--- config.mk ---
export PLATFORM = sky130hd
export DESIGN_NAME = serial_adder_flat
export DESIGN_NICKNAME = d
export VERILOG_FILES = /design/src/rtl/serial_adder_if.sv /design/src/rtl/serial_adder.sv /design/src/flat_wrapper.sv
export SDC_FILE = /design/constraint.sdc
export NUM_CORES = 1
export LEC_CHECK = 0
export CAP_MARGIN = 10
export CORE_ASPECT_RATIO = 0.75
export CORE_MARGIN = 2
export CORE_UTILIZATION = 50
export CTS_BUF_LIST = sky130_fd_sc_hd__clkbuf_8
export CTS_CLUSTER_SIZE = 16
export DETAILED_ROUTE_END_ITERATION = 12
export HOLD_SLACK_MARGIN = 0.1
export PLACE_DENSITY = 0.75
export SYNTH_ARGS = -nofsm -noshare
export SYNTH_HDL_FRONTEND = slang
export SYNTH_SLANG_ARGS = --single-unit
--- constraint.sdc ---
create_clock -name clk -period 2.25 [get_ports clk]
set_input_delay 0.5625 -clock clk [delete_from_list [all_inputs] [get_ports clk]]
set_output_delay 0.5625 -clock clk [all_outputs]
set_load 0.05 [all_outputs]
--- src/rtl/serial_adder_if.sv ---
// Operand/result bundle for the bit-serial adder: request side drives start
// and operands, the adder returns status and the registered result.
interface serial_adder_if #(
    parameter int unsigned WIDTH = 8
);
    logic             start;
    logic [WIDTH-1:0] a;
    logic [WIDTH-1:0] b;
    logic             cin;
    logic             busy;
    logic             done;
    logic [WIDTH-1:0] sum;
    logic             cout;

    modport master (
        output start, a, b, cin,
        input  busy, done, sum, cout
    );

    modport slave (
        input  start, a, b, cin,
        output busy, done, sum, cout
    );
endinterface

--- src/rtl/serial_adder.sv ---
// Bit-serial WIDTH-bit adder: one full-adder slice plus a carry flop, LSB
// first, one bit per clock. {cout,sum} = a + b + cin, published with a
// one-cycle done strobe and held until the next completion.
module serial_adder #(
    parameter int unsigned WIDTH = 8
) (
    input  logic          clk,
    input  logic          rst_n,
    serial_adder_if.slave bus
);
    localparam int unsigned CNT_W = (WIDTH > 1) ? $clog2(WIDTH) : 1;

    typedef enum logic [1:0] {
        IDLE = 2'd0,
        RUN  = 2'd1,
        DONE = 2'd2
    } state_t;

    state_t             state_q, state_d;
    logic [WIDTH-1:0]   a_sr_q, a_sr_d;
    logic [WIDTH-1:0]   b_sr_q, b_sr_d;
    logic [WIDTH-1:0]   sum_sr_q, sum_sr_d;
    logic               carry_q, carry_d;
    logic [CNT_W-1:0]   cnt_q, cnt_d;
    logic [WIDTH-1:0]   sum_q, sum_d;
    logic               cout_q, cout_d;

    logic               accept;
    logic               last_bit;
    logic               fa_s;
    logic               fa_c;
    logic [WIDTH-1:0]   sum_shift;

    // State and datapath registers; reset also clears the published result.
    always_ff @(posedge clk) begin
        if (!rst_n) begin
            state_q  <= IDLE;
            a_sr_q   <= '0;
            b_sr_q   <= '0;
            sum_sr_q <= '0;
            carry_q  <= 1'b0;
            cnt_q    <= '0;
            sum_q    <= '0;
            cout_q   <= 1'b0;
        end else begin
            state_q  <= state_d;
            a_sr_q   <= a_sr_d;
            b_sr_q   <= b_sr_d;
            sum_sr_q <= sum_sr_d;
            carry_q  <= carry_d;
            cnt_q    <= cnt_d;
            sum_q    <= sum_d;
            cout_q   <= cout_d;
        end
    end

    // Next-state: start is honoured only in IDLE or DONE, ignored in RUN.
    always_comb begin
        accept   = bus.start && ((state_q == IDLE) || (state_q == DONE));
        last_bit = (cnt_q == CNT_W'(WIDTH - 1));
        state_d  = state_q;
        unique case (state_q)
            IDLE:    if (accept) state_d = RUN;
            RUN:     if (last_bit) state_d = DONE;
            DONE:    state_d = accept ? RUN : IDLE;
            default: state_d = IDLE;
        endcase
    end

    // Datapath: full-adder slice on the LSBs, shift everything right by one.
    always_comb begin
        fa_s      = a_sr_q[0] ^ b_sr_q[0] ^ carry_q;
        fa_c      = (a_sr_q[0] & b_sr_q[0]) | (a_sr_q[0] & carry_q) | (b_sr_q[0] & carry_q);
        sum_shift = {fa_s, sum_sr_q[WIDTH-1:1]};
        a_sr_d    = a_sr_q;
        b_sr_d    = b_sr_q;
        sum_sr_d  = sum_sr_q;
        carry_d   = carry_q;
        cnt_d     = cnt_q;
        sum_d     = sum_q;
        cout_d    = cout_q;
        if (accept) begin
            a_sr_d   = bus.a;
            b_sr_d   = bus.b;
            sum_sr_d = '0;
            carry_d  = bus.cin;
            cnt_d    = '0;
        end else if (state_q == RUN) begin
            a_sr_d   = a_sr_q >> 1;
            b_sr_d   = b_sr_q >> 1;
            sum_sr_d = sum_shift;
            carry_d  = fa_c;
            cnt_d    = cnt_q + CNT_W'(1);
            if (last_bit) begin
                sum_d  = sum_shift;
                cout_d = fa_c;
            end
        end
    end

    // Outputs: all decoded from flops, no path from the request inputs.
    always_comb begin
        bus.busy = (state_q == RUN);
        bus.done = (state_q == DONE);
        bus.sum  = sum_q;
        bus.cout = cout_q;
    end
endmodule

--- src/flat_wrapper.sv ---
// flat-port wrapper written by rule: the top's interface ports become plain ports
module serial_adder_flat 
#(
    parameter int unsigned WIDTH = 8
)
  (clk, rst_n, bus_start, bus_a, bus_b, bus_cin, bus_busy, bus_done, bus_sum, bus_cout);
  serial_adder_if #(.WIDTH(WIDTH)) bus_i ();
  input  logic clk;
  input  logic rst_n;
  input wire logic [$bits(bus_i.start)-1:0] bus_start;
  input wire logic [$bits(bus_i.a)-1:0] bus_a;
  input wire logic [$bits(bus_i.b)-1:0] bus_b;
  input wire logic [$bits(bus_i.cin)-1:0] bus_cin;
  output wire logic [$bits(bus_i.busy)-1:0] bus_busy;
  output wire logic [$bits(bus_i.done)-1:0] bus_done;
  output wire logic [$bits(bus_i.sum)-1:0] bus_sum;
  output wire logic [$bits(bus_i.cout)-1:0] bus_cout;
  assign bus_i.start = bus_start;
  assign bus_i.a = bus_a;
  assign bus_i.b = bus_b;
  assign bus_i.cin = bus_cin;
  assign bus_busy = bus_i.busy;
  assign bus_done = bus_i.done;
  assign bus_sum = bus_i.sum;
  assign bus_cout = bus_i.cout;
  serial_adder #(.WIDTH(WIDTH)) u_core (.clk(clk), .rst_n(rst_n), .bus(bus_i));
endmodule
# Word level (Yosys, flattened, before mapping)

Cells that the tools add are included.

Register bits after elaboration: 39
Latch bits: 0
Bits in writable memories: 0
Bits in read-only memories: 0
Bits of input ports: 20
Output and inout bits: 11
Word-level logic and storage cells: 40
Memories: 0

Add/sub/neg operators: 1
$mul: 0
Divide/modulo/power cells: 0
Magnitude comparators: 0
Eq/ne operators: 5
Shifts and indexed selects: 0
Muxes and demuxes: 10
Bitwise operators: 9
Reductions and logical operators: 7

Operators by type and width:

| operator            | number |
|---|---|
| $mux 8              | 4 |
| $pmux 2 s3          | 1 |
| $mux 2              | 2 |
| $ne 2x1->1 const B  | 2 |
| $add 3x1->3 const B | 1 |
| $and 1x1->1         | 3 |
| $eq 3x3->1 const B  | 1 |
| $mux 1              | 3 |
| $reduce_and 3->1    | 1 |
| $eq 2x1->1 const B  | 1 |
| $eq 2x2->1 const B  | 1 |
| $logic_not 2->1     | 1 |
| $not 1->1           | 2 |
| $or 1x1->1          | 2 |
| $reduce_and 2->1    | 1 |
| $reduce_bool 2->1   | 1 |
| $reduce_or 2->1     | 1 |
| $xor 1x1->1         | 2 |
| $logic_and 1x1->1   | 1 |
| $logic_or 1x1->1    | 1 |

# Depth between registers and ports, before layout

Word-level depth: 5
Depth in mapped cells: 6
Gate-level depth less buffers: 5

# Worst setup path after synthesis

OpenSTA, ideal clock, no wires.

Path kind: register -> output
Start: register u_core.state_q[1]
End: output port bus_done
Arrival time: 1023 ps
Required time: 1688 ps
Path slack: 665 ps
Stages on the path, launching flop included: 2
Path buffers: 0
Cells stage by stage: dfxtp_1 -> nor2b_1

Longest elaborated chain between the ends: 1

RTL lines:

| item                   | RTL line            | source |
|---|---|---|
| start, declared        | serial_adder.sv:19  | `state_t state_q, state_d;` |
| start signal, assigned | serial_adder.sv:46  | `state_q <= state_d;` |
| $eq 2x2->1             | serial_adder.sv:104 | `bus.done = (state_q == DONE);` |
| end, declared          | flat_wrapper.sv:15  | `output wire logic [$bits(bus_i.done)-1:0] bus_done;` |

No other way between the ends.

# Worst setup path in the final report

Same ends and word-level chain as after synthesis.

==> flow_summary_export.csv <==
group,metric,value,unit
outcome,status,"completed",
placed_design,place_ws,0.4158,ns
worst_setup_path,start_kind,"flip-flop",
pwr,swShare,25.06,%
layout,drive_gt1_share,5.911,%
sta,grt_setup_unrepaired,"false",
layout,areaGrowthSynthToFinish,24.10,%
yosys,synth_area_per_cell,8.730,um^2
detailed_routing,ant_nets,0,
worst_setup_path,r2r-start,"u_core.cnt_q[0]",
worst_setup_path,crit_path_end_kind,"output port",
clock_tree,clk_pin_slew,0.07,ns
floorplanning,row_count,17,
placed_design,portBuffers,30,
yosys,yosysWarnings,0,
sta,slew_violations,0,
detailed_routing,wl_per_cell,12.92,um
detailed_routing,vias,1330,
sta,fmax,0.4740,GHz
sta,setup_viol,0,
sta,hold_violations,0,
detailed_routing,drc,0,
global_route,grt_usage,20.22,%
sta,slew_headroom,66.31,%
sta,skew,0.005926,ns
worst_setup_path,worstPathRequired,1.69,ns
global_route,grt_pass1_wl,5237,um
pwr,pwr-share-comb,13.1,%
worst_setup_path,cp-startpoint,"u_core.state_q[1]",
clock_tree,cts_sinks,38,
global_route,grt_overflow,0,
clock_tree,cts_resized,0,
pwr,power_density,691.9,nW/um^2
pwr,pwr-share-seq,54.9,%
floorplanning,fp.dieH,52.01,um
yosys,synth_seq_cells,38,
detailed_routing,drt_iter0_drc,111,
sta,period_share,93.76,%
clock_tree,hold_buffers,0,
yosys,yosysTopAreaCell,"dfxtp_1",
flow_run,drv_cap,0,
sta,final.min_clock_period,2.110,ns
pwr,pwr-share-clk,32.0,%
yosys,syn_area,1536,um^2
yosys,synth_area_leaders,"dfxtp_1 (50%), nand2_1 (9.5%), o221ai_1 (5.1%)",
pwr,switchingPower,330.6,uW
floorplanning,start_util,52.34,%
placed_design,gp_congestion,0.7052,
clock_tree,post-cts-setup-buffers,0,
pwr,peakVddDrop,0.3455,mV
detailed_routing,wl,3113,um
pwr,power.leakage,0.6705,nW
sta,tightest_slew,0.5038,ns
global_route,grt_max_degree,37,
worst_hold_path,min_from,"u_core.a_sr_q[7]",
yosys,syn_inst,176,
floorplanning,die_area,3537,um^2
layout,antenna-diode-count,0,
worst_setup_path,worstSetupPathType,"reg -> out",
detailed_routing,drt-vias-per-instance,5.519,
layout,postLayoutCellArea,1907,um^2
clock_tree,h-tree-depth,2,
layout,fin_nets,226,
worst_setup_path,cp.arrival,1.55,ns
yosys,synth_top_area_share,49.51,%
yosys,synth-seq-area-share,49.51,%
global_route,grt_pass1_vias,1166,
yosys,ys_types,27,
sta,setup_slack,0.1403,ns
floorplanning,io_pins,31,
clock_tree,cts_inserted_buffers,5,
pwr,p_total,1.319,mW
clock_tree,cts_buffer_depth,2,
worst_setup_path,path_max_fanout,3,
clock_tree,cts_tree,"yes",
sta,finalSetupTns,0,ns
yosys,synth_nets,199,
floorplanning,core-area,2935,um^2
clock_tree,clockRootBuffer,"clkbuf_8",
floorplanning,die_w,68.01,um
pwr,p_int,988.7,uW
worst_hold_path,worstHoldPathType,"reg -> reg",
detailed_routing,drtPass1Iterations,4,
placed_design,dpl_cell_area,1831,um^2
placed_design,dpl.hpwl,2028,um
global_route,grt_antenna_before_repair,0,
clock_tree,clk_latency,0.29,ns
==> cells in the final DEF (no fill, tap or decap) <==
cell type and instances:
inv_1 2, a31oi_1 4, xnor2_1 1, nor3_1 9
and2_1 1, nand2b_1 1, buf_12 1, fa_1 1
nor2_1 10, a22oi_1 2, o21ai_0 5, nand2_2 1
inv_6 1, a21boi_1 5, a21boi_0 7, ha_1 2
nand2_1 39, and3_1 1, dfxtp_1 38, a21oi_1 10
o221ai_1 9, nor2b_1 2, nand3_1 12, nand3b_1 1
nand2b_2 1, clkdlybuf4s50_1 29, buf_4 3, clkbuf_8 5
==> cells by family after synthesis <==
| family | count (synthesis) | synth area share [%] |
|---|---|---|
| xor+xnor | 1 | 0.5701 |
| simple gates | 78 | 22.31 |
| flops | 38 | 49.51 |
| buf+inv | 14 | 6.189 |
| compound gates | 42 | 18.49 |
| fa+ha+maj | 3 | 2.931 |
==> power by group through the flow <==
| stage | clock [mW] | combinational (mW) | sequential, mW |
|---|---|---|---|
| after floorplan | 0 | 0.121 | 0.735 |
| after global placement | 0 | 0.166 | 0.737 |
| after detailed placement | 0 | 0.172 | 0.740 |
| after CTS | 0.431 | 0.172 | 0.725 |
| after global routing | 0.462 | 0.188 | 0.728 |
| final | 0.422 | 0.173 | 0.725 |
==> Yosys cell counts (all sizes together) <==
cell	instances
ha	2
nor2b	2
nand3b	1
dfxtp	38
o221ai	9
o21ai	5
clkbuf	2
xnor2	1
a21oi	10
and2	1
a31oi	4
inv	1
and3	1
buf	11
fa	1
nand3	12
nor3	9
a22oi	2
a21boi	12
nand2b	2
nand2	40
nor2	10
==> state kept, by name, indices dropped and copies added, names as in the netlist <==
| signal | count |
|---|---|
| u_core.b_sr_q | 8 |
| u_core.cnt_q | 3 |
| u_core.bus.cout | 1 |
| u_core.carry_q | 1 |
| u_core.a_sr_q | 8 |
| u_core.state_q | 2 |
| u_core.sum_sr_q | 7 |
| u_core.bus.sum | 8 |
==> path summary, 6_finish.rpt <==
| kind | end | slack [ns] | cells after the start |
|---|---|---|---|
| hold reg to reg | u_core.a_sr_q[7] | 0.46 | 2 |
| setup reg to reg | u_core.bus.sum[7] | 0.62 | 5 |
| hold / removal | u_core.a_sr_q[7] | 0.46 | 2 |
| setup / recovery | bus_done | 0.14 | 2 |
==> critical path, cell delays in order, from the launching register on <==
cell and delay, ns:
dfxtp_1 0.33, nor2b_1 0.13, clkdlybuf4s50_1 0.80
==> layer usage <==
| metal | track usage (%) | part of all wire [%] |
|---|---|---|
| met1 | 25.71 | 45 |
| met2 | 31.23 | 47 |
| met3 | 7.792 | 6.3 |
| met4 | 7.000 | 1.2 |
| met5 | 0 | 0 |
==> stage by stage <==
| step | instances | util (%) | hold slack (ns) |
|---|---|---|---|
| floorplan | 176 | - | 0.4320 |
| global placement | 234 | 62.36 | 0.4398 |
| detailed placement | 234 | 62.36 | 0.4500 |
| CTS | 241 | 64.96 | 0.4597 |
| global route | 241 | 64.96 | 0.4779 |
| finish | 241 | 64.96 | 0.4563 |
==> layout make-up <==
cell class              count  area [um^2]
multi-input cells         124        680.7
repair buffers             33        332.8
clock buffers               5        68.82
well taps                  38        47.55
clock inverters             2        7.507
fillers                   242         1028
flip-flops and latches     38        760.7
inverters                   1        8.758
Note: power is estimated with default switching activity, not from simulation.
